==> src/rtl/ps2_kbd_dev_io.sv <==
// PS/2 keyboard receiver: synchronises the pins, deserialises 11-bit device frames,
// checks start/parity/stop and buffers good scan codes in a FIFO read over MIO_BUS.
module ps2_kbd_dev_io #(
  parameter int FIFO_DEPTH     = 8,
  parameter int TIMEOUT_CYCLES = 200000
) (
  input  logic        clk,
  input  logic        rst,
  input  logic        ps2_clk,
  input  logic        ps2_data,
  input  logic        rd_en,
  input  logic        clr_err,
  output logic [31:0] data_out,
  output logic        irq
);

  localparam int AW  = (FIFO_DEPTH > 1) ? $clog2(FIFO_DEPTH) : 1;
  localparam int CW  = AW + 1;
  localparam int WDW = (TIMEOUT_CYCLES > 1) ? $clog2(TIMEOUT_CYCLES) : 1;
  localparam logic [WDW-1:0] WD_MAX = WDW'(TIMEOUT_CYCLES - 1);
  localparam logic [CW-1:0]  FULL_CNT = CW'(FIFO_DEPTH);

  typedef enum logic [1:0] {
    S_IDLE,
    S_DATA,
    S_PARITY,
    S_STOP
  } state_t;

  // [0],[1] synchroniser stages, [2] previous synchronised value for edge detect
  logic [2:0] clk_sync_q;
  logic [1:0] data_sync_q;
  logic       fall;
  logic       sdata;

  always_ff @(posedge clk) begin
    if (rst) begin
      clk_sync_q  <= '1;
      data_sync_q <= '1;
    end else begin
      clk_sync_q  <= {clk_sync_q[1:0], ps2_clk};
      data_sync_q <= {data_sync_q[0], ps2_data};
    end
  end

  assign fall  = clk_sync_q[2] & ~clk_sync_q[1];
  assign sdata = data_sync_q[1];

  state_t         state_q;
  logic [2:0]     bit_cnt_q;
  logic [7:0]     shift_q;
  logic           parity_q;
  logic [WDW-1:0] wd_q;

  always_ff @(posedge clk) begin
    if (rst) begin
      state_q   <= S_IDLE;
      bit_cnt_q <= '0;
      shift_q   <= '0;
      parity_q  <= 1'b0;
      wd_q      <= '0;
    end else if (state_q == S_IDLE) begin
      wd_q <= '0;
      if (fall && !sdata) begin
        state_q   <= S_DATA;
        bit_cnt_q <= '0;
      end
    end else if (fall) begin
      wd_q <= '0;
      unique case (state_q)
        S_DATA: begin
          shift_q   <= {sdata, shift_q[7:1]};
          bit_cnt_q <= bit_cnt_q + 3'd1;
          if (bit_cnt_q == 3'd7) state_q <= S_PARITY;
        end
        S_PARITY: begin
          parity_q <= sdata;
          state_q  <= S_STOP;
        end
        default: state_q <= S_IDLE;
      endcase
    end else if (wd_q == WD_MAX) begin
      state_q <= S_IDLE;
      wd_q    <= '0;
    end else begin
      wd_q <= wd_q + WDW'(1);
    end
  end

  // Frame verdict is decoded in the stop-bit fall cycle so the push lands on that edge.
  logic stop_cycle;
  logic parity_ok;
  logic push;
  logic par_set;
  logic frm_set;

  always_comb begin
    stop_cycle = (state_q == S_STOP) && fall;
    parity_ok  = ^{shift_q, parity_q};
    push       = stop_cycle && sdata && parity_ok;
    par_set    = stop_cycle && sdata && !parity_ok;
    frm_set    = stop_cycle && !sdata;
  end

  logic [7:0]    mem_q [FIFO_DEPTH];
  logic [AW-1:0] wr_ptr_q;
  logic [AW-1:0] rd_ptr_q;
  logic [CW-1:0] count_q;
  logic [CW-1:0] count_d;
  logic          pop;
  logic          full;
  logic          push_ok;
  logic          ovf_set;

  // A pop in the same cycle frees the slot, so a push into a full FIFO is still accepted.
  always_comb begin
    pop     = rd_en && (count_q != '0);
    full    = (count_q == FULL_CNT);
    push_ok = push && (!full || pop);
    ovf_set = push && full && !pop;
    count_d = count_q;
    unique case ({push_ok, pop})
      2'b10:   count_d = count_q + CW'(1);
      2'b01:   count_d = count_q - CW'(1);
      default: count_d = count_q;
    endcase
  end

  always_ff @(posedge clk) begin
    if (rst) begin
      wr_ptr_q <= '0;
      rd_ptr_q <= '0;
      count_q  <= '0;
    end else begin
      count_q <= count_d;
      if (push_ok) wr_ptr_q <= wr_ptr_q + AW'(1);
      if (pop)     rd_ptr_q <= rd_ptr_q + AW'(1);
    end
  end

  always_ff @(posedge clk) begin
    if (push_ok) mem_q[wr_ptr_q] <= shift_q;
  end

  logic ovf_q;
  logic par_q;
  logic frm_q;

  always_ff @(posedge clk) begin
    if (rst) begin
      ovf_q <= 1'b0;
      par_q <= 1'b0;
      frm_q <= 1'b0;
    end else begin
      ovf_q <= ovf_set | (ovf_q & ~clr_err);
      par_q <= par_set | (par_q & ~clr_err);
      frm_q <= frm_set | (frm_q & ~clr_err);
    end
  end

  logic       ready;
  logic [3:0] cnt_sat;
  logic [7:0] head;

  always_comb begin
    ready   = (count_q != '0);
    cnt_sat = (int'(count_q) > 15) ? 4'hF : 4'(count_q);
    head    = ready ? mem_q[rd_ptr_q] : 8'h00;
  end

  assign data_out = {ready, ovf_q, par_q, frm_q, 16'h0000, cnt_sat, head};
  assign irq      = ready;

endmodule
==> config.mk <==
export PLATFORM = sky130hd
export DESIGN_NAME = ps2_kbd_dev_io
export DESIGN_NICKNAME = d
export VERILOG_FILES = /design/src/rtl/ps2_kbd_dev_io.sv
export SDC_FILE = /design/constraint.sdc
export NUM_CORES = 1
export LEC_CHECK = 0
export BUFFER_PORTS_ARGS = -buffer_cell sky130_fd_sc_hd__clkbuf_2
export CELL_PAD_IN_SITES_DETAIL_PLACEMENT = 1
export CELL_PAD_IN_SITES_GLOBAL_PLACEMENT = 1
export CORE_ASPECT_RATIO = 2
export CORE_MARGIN = 1.5
export CORE_UTILIZATION = 45
export CTS_CLUSTER_DIAMETER = 30
export CTS_CLUSTER_SIZE = 12
export DETAILED_ROUTE_END_ITERATION = 7
export GPL_ROUTABILITY_DRIVEN = 0
export PLACE_DENSITY = 0.77
export RECOVER_POWER = 25
export SLEW_MARGIN = 10
export SYNTH_ARGS = -nofsm -noshare
export SYNTH_HDL_FRONTEND = slang
export SYNTH_SLANG_ARGS = --single-unit
==> constraint.sdc <==
create_clock -name clk -period 3.5 [get_ports clk]
set_input_delay 0.7 -clock clk [delete_from_list [all_inputs] [get_ports clk]]
set_output_delay 0.7 -clock clk [all_outputs]
set_load 0.1 [all_outputs]
==> metrics.md, run 1 <==
| Metric | Value |
|---|---|
| Max H-tree Level | `4` |
| Logic gate share of total power | `22.4%` |
| Post-synthesis sequential area ratio | `about three fifths` |
| Max_cap viols | `0` |
| Cell Pwr Density | `720 nW/um2` |
| Post-CTS setup buffers | `0` |
| Worst path cell trace | `xor2_1 > xnor3_2 > mux2i_2 > or3_1 > nor2_1` |
| Max_slew headroom | `41.0%` |
| Total GRT Usage | `between 20% and 30%` |
| Top cells by area, synth | `edfxtp_1 38%, dfxtp_1 21%, mux4_2 7.1%` |
| Ys async rst share | `0%` |
| Initial antenna violation count | `0` |
| I/O Buffers | `22` |
| Die area | `11900 um2` |
| CORE AREA | `roughly 11000 um2` |
| Switching pwr | `0.00142 W` |
| Reg2reg setup slack | `440 ps` |
| CTS tree | `built` |
| Post-CTS sizing | `0` |
| Status | `finished, final reports clean` |
| Clock power frac | `between 40% and 50%` |
| Inserted Diodes | `0` |
| Fin. max-slew vios | `0` |
| CP endpoint kind | `register` |
| Peak VDD IR | `0.000484 V` |
| First-pass GRT wire length | `17800 um` |
| DR DRC count | `0` |
| Max frequency | `between 300 and 400 MHz` |
| Max Buffers Root-to-Sink | `2` |
| # rows | `between 50 and 60` |
| Cts hold-fix bufs | `0` |
| R2r worst-path depth | `5` |
| Post-synth EDFFs | `64` |
| Layout Skew | `around 9 ps` |
| Routed Antenna Nets | `0` |
| Vias/cell | `5.30` |
| Hold Vio Cnt, Final | `0` |
| Vert. Die Dim | `153 um` |
| DRT Pass-1 Iters | `4` |
| Filler instances | `1184` |
| Drt wl/cell | `18.6 um` |
| Clock buffer count from CTS | `17` |
| Post-synth top flop | `edfxtp_1` |
| Final min period | `3060 ps` |
| Synth warnings | `0` |
| Worst EP required | `3530 ps` |
| Synth area leader | `edfxtp_1` |
| Clock sink count | `117` |
| Synthesized flop and latch total | `117` |
| Critical Path Source Type | `register` |
| Top-level port count | `39` |
| Worst-Skew Late Latency | `just over 400 ps` |
| Clock root buffer | `clkbuf_16` |
| Sw Ratio | `33.7%` |
| WHS | `407 ps` |
| Top cell type's share of synthesized area | `around two fifths` |
| Placed wire-length estimate | `~7600 um` |
| Clk slew on worst S/H paths | `60 ps` |
| Final #Nets | `453` |
| Critical Path AT | `~3100 ps` |
| Crit path capture | `mem_q[4][2]$_DFFE_PP_` |
| Gr ovfl total | `0` |
| # setup viols final | `0` |
| Fin util | `53.4%` |
| P_int | `about 0.0028 W` |
| Iteration-0 DRC Markers | `130` |
| Number of global-route vias before repair | `3371` |
| Share of post-route cells with drive strength above 1 | `20.0%` |
| Mapped Cells | `408` |
| CP max FO | `11` |
| Setup TNS | `0 ps` |
| Crit path kind | `reg -> reg` |
| Setup crit start | `shift_q[2]$_SDFFE_PP0P_` |
| Synth Cell Area | `5050 um2` |
| PnR Total Power | `approximately 0.0042 W` |
| Critical R2R Capture | `mem_q[4][2]$_DFFE_PP_` |
| CP max-delay cell | `nor2_1` |
| Static Leakage | `2.05 nW` |
| Slew @ Worst Pin | `around 900 ps` |
| Largest net degree at the start of global routing | `39` |
| Area growth, synth to finish | `15.7%` |
| Post-synth cell types | `47` |
| Die X | `between 70 and 80 um` |
| Reg power frac | `35.4%` |
| Period Utilization, post-route | `87.6%` |
| Drt total wl | `11000 um` |
| RSZ-0062 raised after global routing | `false` |
| Initial core utilization | `46.1%` |
| Vias | `between 3000 and 4000` |
| Avg Cell Area, Syn | `12.4 um2` |
| Reg2reg start | `shift_q[2]$_SDFFE_PP0P_` |
| CP peak stage delay | `720 ps` |
| Worst min path class | `reg -> reg` |
[stage by stage]
stage	cell area [um2]	setup WS, ps	std cells
after floorplan	5110	10.6	423
final	5840	435	590
after global routing	5840	311	590
after detailed placement	5240	555	558
after CTS	5850	400	590
after global placement	5240	744	558
[Yosys cell counts, drive strengths merged (4+ instances only)]
master and number:
dfxtp 53, xnor2 15, nand3 10, inv 8, edfxtp 64, xor2 8
mux4 16, nand2b 4, buf 26, a21oi 19, nor2 51, nor3 10
and2 5, clkbuf 9, mux2i 14, nand2 36, ha 10, mux2 4
or2 6, nor2b 8
[layout make-up]
type / instances / area [um2] / share of cell area [%]
tap: 140 / 175 / 3.00
clock inverter: 14 / 179 / 3.06
sequential: 117 / 2980 / 51.0
inverter: 8 / 30.0 / 0.514
multi-input combinational: 263 / 1880 / 32.2
timing repair buffer: 30 / 166 / 2.85
clock buffer: 18 / 429 / 7.34
[state kept, by name (all words and copies together), names as in the netlist, named ones only]
| register | count |
|---|---|
| mem_q | 64 |
| clk_sync_q | 3 |
| wd_q | 18 |
| data_sync_q | 2 |
| rd_ptr_q | 3 |
| parity_q | 1 |
| state_q | 2 |
| bit_cnt_q | 3 |
| frm_q | 1 |
| cnt_sat | 4 |
| wr_ptr_q | 3 |
| ovf_q | 1 |
| par_q | 1 |
| shift_q | 8 |
[worst min path at each step]
stage                                   start                   endpoint  slack (ps)  depth (start not counted)
global placement    data_sync_q[0]$_SDFF_PP1_  data_sync_q[1]$_SDFF_PP1_         390                          1
global route         clk_sync_q[0]$_SDFF_PP1_   clk_sync_q[1]$_SDFF_PP1_         420                          1
floorplan            clk_sync_q[0]$_SDFF_PP1_   clk_sync_q[1]$_SDFF_PP1_         390                          1
finish               clk_sync_q[0]$_SDFF_PP1_   clk_sync_q[1]$_SDFF_PP1_         410                          1
CTS                  clk_sync_q[0]$_SDFF_PP1_   clk_sync_q[1]$_SDFF_PP1_         410                          1
detailed placement   clk_sync_q[0]$_SDFF_PP1_   clk_sync_q[1]$_SDFF_PP1_         400                          1
[cell usage in the layout (no fill, tap or decap), types with 4 or more instances in the layout]
master / n
mux4_2: 16
clkbuf_16: 17
nor2_1: 50
mux2i_1: 12
inv_1: 7
nand2b_1: 4
clkinv_4: 4
clkbuf_2: 22
nand3_1: 10
ha_1: 10
xnor2_1: 15
nand2_1: 36
or2_2: 6
edfxtp_1: 64
dfxtp_1: 53
a21oi_1: 19
xor2_1: 8
and2_1: 4
conb_1: 16
buf_4: 7
nor2b_1: 8
nor3_1: 10
[power groups by stage]
stage / clock (W) / sequential [W] / combinational (W)
after floorplan: 0 / 0.00157 / 0.000787
after global placement: 0 / 0.00151 / 0.000936
after detailed placement: 0 / 0.00152 / 0.000948
after CTS: 0.00180 / 0.00149 / 0.000951
after global routing: 0.00185 / 0.00149 / 0.000980
final: 0.00178 / 0.00149 / 0.000941
[worst max-delay path: cells and delay by family, from the launching register on]
family / cells / cell delay, ps
flops: 1 / 550
simple gates: 2 / 1150
mux: 1 / 230
xor+xnor: 2 / 750
[cells by family after synthesis]
group / synth area share (%)
mux: 11.0
fa+ha+maj: 2.48
xor+xnor: 4.93
compound gates: 3.57
flops: 59.1
buf+inv: 4.78
other cells: 0.0743
simple gates: 14.1
[per-layer routing]
layer / wire length [um] / share of wire [%] / global-route usage [%]
met4: 318 / 2.9 / 9.27
met3: 302 / 2.8 / 4.54
met2: 6630 / 60 / 40.2
met1: 3730 / 34 / 18.4
met5: 0 / 0 / 0
Power figures use the tool's default switching activity.
==> run 2: changes to the inputs <==
--- a/config.mk
+++ b/config.mk
@@ -11,6 +11,7 @@
 export CORE_ASPECT_RATIO = 2
 export CORE_MARGIN = 1.5
 export CORE_UTILIZATION = 45
+export CTS_BUF_LIST = sky130_fd_sc_hd__clkbuf_4 sky130_fd_sc_hd__clkbuf_8
 export CTS_CLUSTER_DIAMETER = 30
 export CTS_CLUSTER_SIZE = 12
 export DETAILED_ROUTE_END_ITERATION = 7
==> metrics.md, run 2 (synthesis gave the netlist of run 1 again) <==
| Metric | Value |
|---|---|
| Status | `finished, final reports clean` |
| Total GRT Usage | `19.1%` |
| Clock buffer count from CTS | `17` |
| P_int | `between 0.002 and 0.0025 W` |
| CTS tree | `built` |
| Placed wire-length estimate | `between 7000 and 8000 um` |
| Initial core utilization | `46.1%` |
| Post-CTS sizing | `0` |
| Vias/cell | `around 5.3` |
| Cts hold-fix bufs | `0` |
| Die area | `11900 um2` |
| Slew @ Worst Pin | `860 ps` |
| Clk slew on worst S/H paths | `80 ps` |
| Largest register FFs | `64` |
| Share of post-route cells with drive strength above 1 | `20.2%` |
| Inserted Diodes | `0` |
| Most frequent cells in the layout | `64 x edfxtp_1, 53 x dfxtp_1, 50 x nor2_1` |
| Vias | `3103` |
| Max_slew headroom | `42.5%` |
| Multi-input gate area | `approximately 1900 um2` |
| Reg power frac | `39.9%` |
| # rows | `54` |
| Slack of the critical path | `464 ps` |
| Top-level port count | `39` |
| Gr ovfl total | `0` |
| Fin util | `51.7%` |
| Largest net degree at the start of global routing | `39` |
| Drt total wl | `10300 um` |
| Layout Skew | `approximately 11 ps` |
| CP peak stage delay | `780 ps` |
| Number of global-route vias before repair | `3314` |
| Initial antenna violation count | `0` |
| Fin. max-slew vios | `0` |
| Top reg by flops | `mem_q` |
| CP max-delay cell | `dfxtp_1` |
| Hold Vio Cnt, Final | `0` |
| Met1 WL | `3520 um` |
| Critical Path Source Type | `register` |
| Clock power frac | `34.9%` |
| Commonest non-fill, non-tap cell in the layout | `edfxtp_1` |
| Routed Antenna Nets | `0` |
| Max_cap viols | `0` |
| # setup viols final | `0` |
| Die X | `77.9 um` |
| Period Utilization, post-route | `86.7%` |
| Vert. Die Dim | `around 150 um` |
| Max H-tree Level | `4` |
| Area growth, synth to finish | `12.0%` |
| DR WL met3 | `~310 um` |
| R2r worst-path depth | `5` |
| Largest regs | `mem_q x64, wd_q x18, shift_q x8` |
| Filler instances | `1198` |
| Sw Ratio | `36.1%` |
| Iteration-0 DRC Markers | `111` |
| Clock sink count | `117` |
| CORE AREA | `about 11000 um2` |
| Max frequency | `between 300 and 400 MHz` |
| I/O Buffers | `22` |
| CP endpoint kind | `output pin` |
| PnR Total Power | `~0.0037 W` |
| Max Buffers Root-to-Sink | `2` |
| Hold Crit Depth | `1` |
| DRT Pass-1 Iters | `4` |
| Final min period | `3040 ps` |
| Cell Pwr Density | `658 nW/um2` |
| Drt wl/cell | `17.5 um` |
| Worst-Skew Late Latency | `440 ps` |
| DR DRC count | `0` |
| Worst path cell trace | `mux4_2 > mux2i_1 > nor2_1 > clkbuf_2` |
| Post-place setup slack | `roughly 560 ps` |
| Setup TNS | `0 ps` |
| Worst min path class | `reg -> reg` |
| Switching pwr | `0.00134 W` |
| Final #Nets | `453` |
| Post-CTS setup buffers | `0` |
| Worst EP required | `2800 ps` |
| First-pass GRT wire length | `16800 um` |
| CP max FO | `15` |
| WHS | `410 ps` |
| Top Metal Used | `met4` |
| RSZ-0062 raised after global routing | `false` |
| Static Leakage | `1.97 nW` |
| Storage cell area | `roughly 3000 um2` |
| Logic gate share of total power | `25.2%` |
| Peak VDD IR | `0.000347 V` |
| Clock root buffer | `clkbuf_8` |
| Wire length on met2 | `6120 um` |
| Crit path kind | `reg -> out` |
| Critical Path AT | `~2300 ps` |
## run 2: power groups by stage
stage / logic, W / clock network (W) / registers, W
finish: 0.000937 / 0.00130 / 0.00149
global route: 0.000980 / 0.00139 / 0.00149
CTS: 0.000949 / 0.00132 / 0.00149
detailed placement: 0.000948 / 0 / 0.00152
global placement: 0.000936 / 0 / 0.00151
floorplan: 0.000787 / 0 / 0.00157
## run 2: final cells by class
cell class / instances / share of cell area, %
flip-flops and latches: 117 / 52.7
clock buffers: 18 / 4.27
inverters: 8 / 0.531
well taps: 140 / 3.10
clock inverters: 14 / 3.16
repair buffers: 30 / 2.94
multi-input cells: 263 / 33.3
## run 2: worst max-delay path, delay by kind of cell (launching register included)
kind / cells / cell delay [ps]
buf+inv: 1 / 370
flops: 1 / 780
mux: 2 / 670
simple gates: 1 / 70
## run 2: final timing paths
path	to	slack, ps	startpoint
worst min register to register	clk_sync_q[1]$_SDFF_PP1_	410	clk_sync_q[0]$_SDFF_PP1_
worst max register to register	mem_q[4][2]$_DFFE_PP_	540	shift_q[2]$_SDFFE_PP0P_
worst max-delay path	data_out[1]	460	register
worst min-delay path	clk_sync_q[1]$_SDFF_PP1_	410	clk_sync_q[0]$_SDFF_PP1_
## run 2: per-layer routing
layer  vias to the layer above  track usage [%]
met2                        58             36.4
met4                         0             10.1
met1                      1544             17.3
met5                         -                0
li1                       1472                -
met3                        29             5.73
## run 2: through the flow
stage	instances	instance area [um2]
after floorplan	423	5110
after global placement	558	5240
after detailed placement	558	5240
after CTS	590	5660
after global routing	590	5660
final	590	5660
==> run 3: changes to the inputs <==
--- a/config.mk
+++ b/config.mk
@@ -10,13 +10,13 @@
 export CELL_PAD_IN_SITES_GLOBAL_PLACEMENT = 1
 export CORE_ASPECT_RATIO = 2
 export CORE_MARGIN = 1.5
-export CORE_UTILIZATION = 45
+export CORE_UTILIZATION = 51
 export CTS_BUF_LIST = sky130_fd_sc_hd__clkbuf_4 sky130_fd_sc_hd__clkbuf_8
 export CTS_CLUSTER_DIAMETER = 30
 export CTS_CLUSTER_SIZE = 12
 export DETAILED_ROUTE_END_ITERATION = 7
 export GPL_ROUTABILITY_DRIVEN = 0
-export PLACE_DENSITY = 0.77
+export PLACE_DENSITY = 0.85
 export RECOVER_POWER = 25
 export SLEW_MARGIN = 10
 export SYNTH_ARGS = -nofsm -noshare
==> metrics.md, run 3 (synthesis gave the netlist of run 1 again) <==
| Metric | Value |
|---|---|
| Status | `finished, final reports clean` |
| Initial core utilization | `between 50 and 60%` |
| I/O Buffers | `22` |
| RSZ-0062 raised after global routing | `false` |
| Vias | `3151` |
| WP depth | `4` |
| Final #Nets | `454` |
| Crit path kind | `reg -> out` |
| Die X | `around 73 um` |
| Hold Vio Cnt, Final | `0` |
| Fin. max-slew vios | `0` |
| Buffers and inverters on the worst path | `1` |
| Clock root buffer | `clkbuf_8` |
| Inserted Diodes | `0` |
| Max H-tree Level | `4` |
| CORE AREA | `9700 um2` |
| CP max FO | `16` |
| Clock sink count | `about 120` |
| R2r worst-path depth | `5` |
| CTS tree | `built` |
| Largest register FFs | `64` |
| Worst EP required | `2800 ps` |
| Crit-path leading delay family | `flip-flops` |
| CP peak stage delay | `about 800 ps` |
| Layout Skew | `8.84 ps` |
| Clock buffer count from CTS | `17` |
| Critical Path AT | `2330 ps` |
| Area growth, synth to finish | `12.9%` |
| Cts hold-fix bufs | `0` |
| Worst-Skew Late Latency | `430 ps` |
| Storage cell area | `2980 um2` |
| Max_cap viols | `0` |
| Gr ovfl total | `0` |
| Vert. Die Dim | `approximately 140 um` |
| Hold Crit Depth | `1` |
| First-pass GRT wire length | `roughly 18000 um` |
| Placed wire-length estimate | `7350 um` |
| Multi-input gate area | `between 1500 and 2000 um2` |
| Drt wl/cell | `approximately 19 um` |
| Initial antenna violation count | `0` |
| Peak VDD IR | `between 0.0003 and 0.0004 V` |
| Cell Pwr Density | `676 nW/um2` |
| Top reg by flops | `mem_q` |
| Largest regs | `mem_q x64, wd_q x18, shift_q x8` |
| Critical Path Source Type | `register` |
| Static Leakage | `1.99 nW` |
| PnR Total Power | `0.00385 W` |
| Share of post-route cells with drive strength above 1 | `20.6%` |
| # rows | `51` |
| Die area | `10500 um2` |
| Final min period | `3030 ps` |
| Most frequent cells in the layout | `64 x edfxtp_1, 53 x dfxtp_1, 50 x nor2_1` |
| Vias/cell | `~5.4` |
| Post-CTS sizing | `0` |
| Filler instances | `approximately 1000` |
| Slew @ Worst Pin | `761 ps` |
| Number of global-route vias before repair | `3528` |
| Drt total wl | `11000 um` |
| DRT Pass-1 Iters | `4` |
| Routed Antenna Nets | `0` |
| Setup TNS | `0 ps` |
| Post-CTS setup buffers | `0` |
| Max frequency | `between 300 and 400 MHz` |
| Top-level port count | `39` |
| # setup viols final | `0` |
| Max Buffers Root-to-Sink | `2` |
| Iteration-0 DRC Markers | `84` |
| CP max-delay cell | `dfxtp_1` |
| Commonest non-fill, non-tap cell in the layout | `edfxtp_1` |
| Total GRT Usage | `22.8%` |
| Clk slew on worst S/H paths | `70 ps` |
| DR DRC count | `0` |
| CP endpoint kind | `output pin` |
| Largest net degree at the start of global routing | `39` |
| Max_slew headroom | `49.1%` |
| Period Utilization, post-route | `86.7%` |
| Worst path cell trace | `mux4_2 > mux2i_1 > nor2_1 > clkbuf_2` |
| Worst min path class | `reg -> reg` |
-- run 3: area by class of cell --
type                    count  share of cell area, %
clock buffers              17                   4.10
clock inverters            15                   4.02
inverters                   8                  0.527
multi-input cells         263                   33.0
flip-flops and latches    117                   52.3
well taps                 132                   2.90
repair buffers             31                   3.12
-- run 3: worst paths after layout --
path	start	to	slack [ps]
worst max-delay path	register	data_out[2]	470
worst min register to register	clk_sync_q[0]$_SDFF_PP1_	clk_sync_q[1]$_SDFF_PP1_	410
worst max register to register	shift_q[7]$_SDFFE_PP0P_	mem_q[6][7]$_DFFE_PP_	560
worst min-delay path	clk_sync_q[0]$_SDFF_PP1_	clk_sync_q[1]$_SDFF_PP1_	410
-- run 3: through the flow --
step           area [um2]  std cells  utilization [%]  setup WS, ps  hold WS [ps]
5_1_grt              5700        583             58.8           321           433
4_1_cts              5700        583             58.8           379           420
2_1_floorplan        5110        423                -          10.6           389
6_report             5700        583             58.8           467           414
3_3_place_gp         5240        551             54.0           756           397
3_5_place_dp         5240        551             54.0           598           402
-- run 3: where the power goes --
part	leakage, nW	switching (W)	internal [W]
sequential	1.02	0.0000294	0.00146
combinational	0.755	0.000734	0.000202
clock	0.219	0.000578	0.000853
-- run 3: per-layer routing --
metal | GRT usage [%] | vias to the layer above | part of all wire (%)
li1 | - | 1477 | -
met1 | 21.9 | 1558 | 35
met2 | 42.0 | 78 | 57
met3 | 4.49 | 38 | 3.0
met4 | 15.2 | 0 | 4.4
met5 | 0 | - | 0
-- run 3: worst reg2reg max path, cell delays in order, from the launching register on --
cell	delay, ps
dfxtp_1	570
xor3_1	470
nor3_1	290
mux2i_2	210
or3_1	420
nor2_1	610
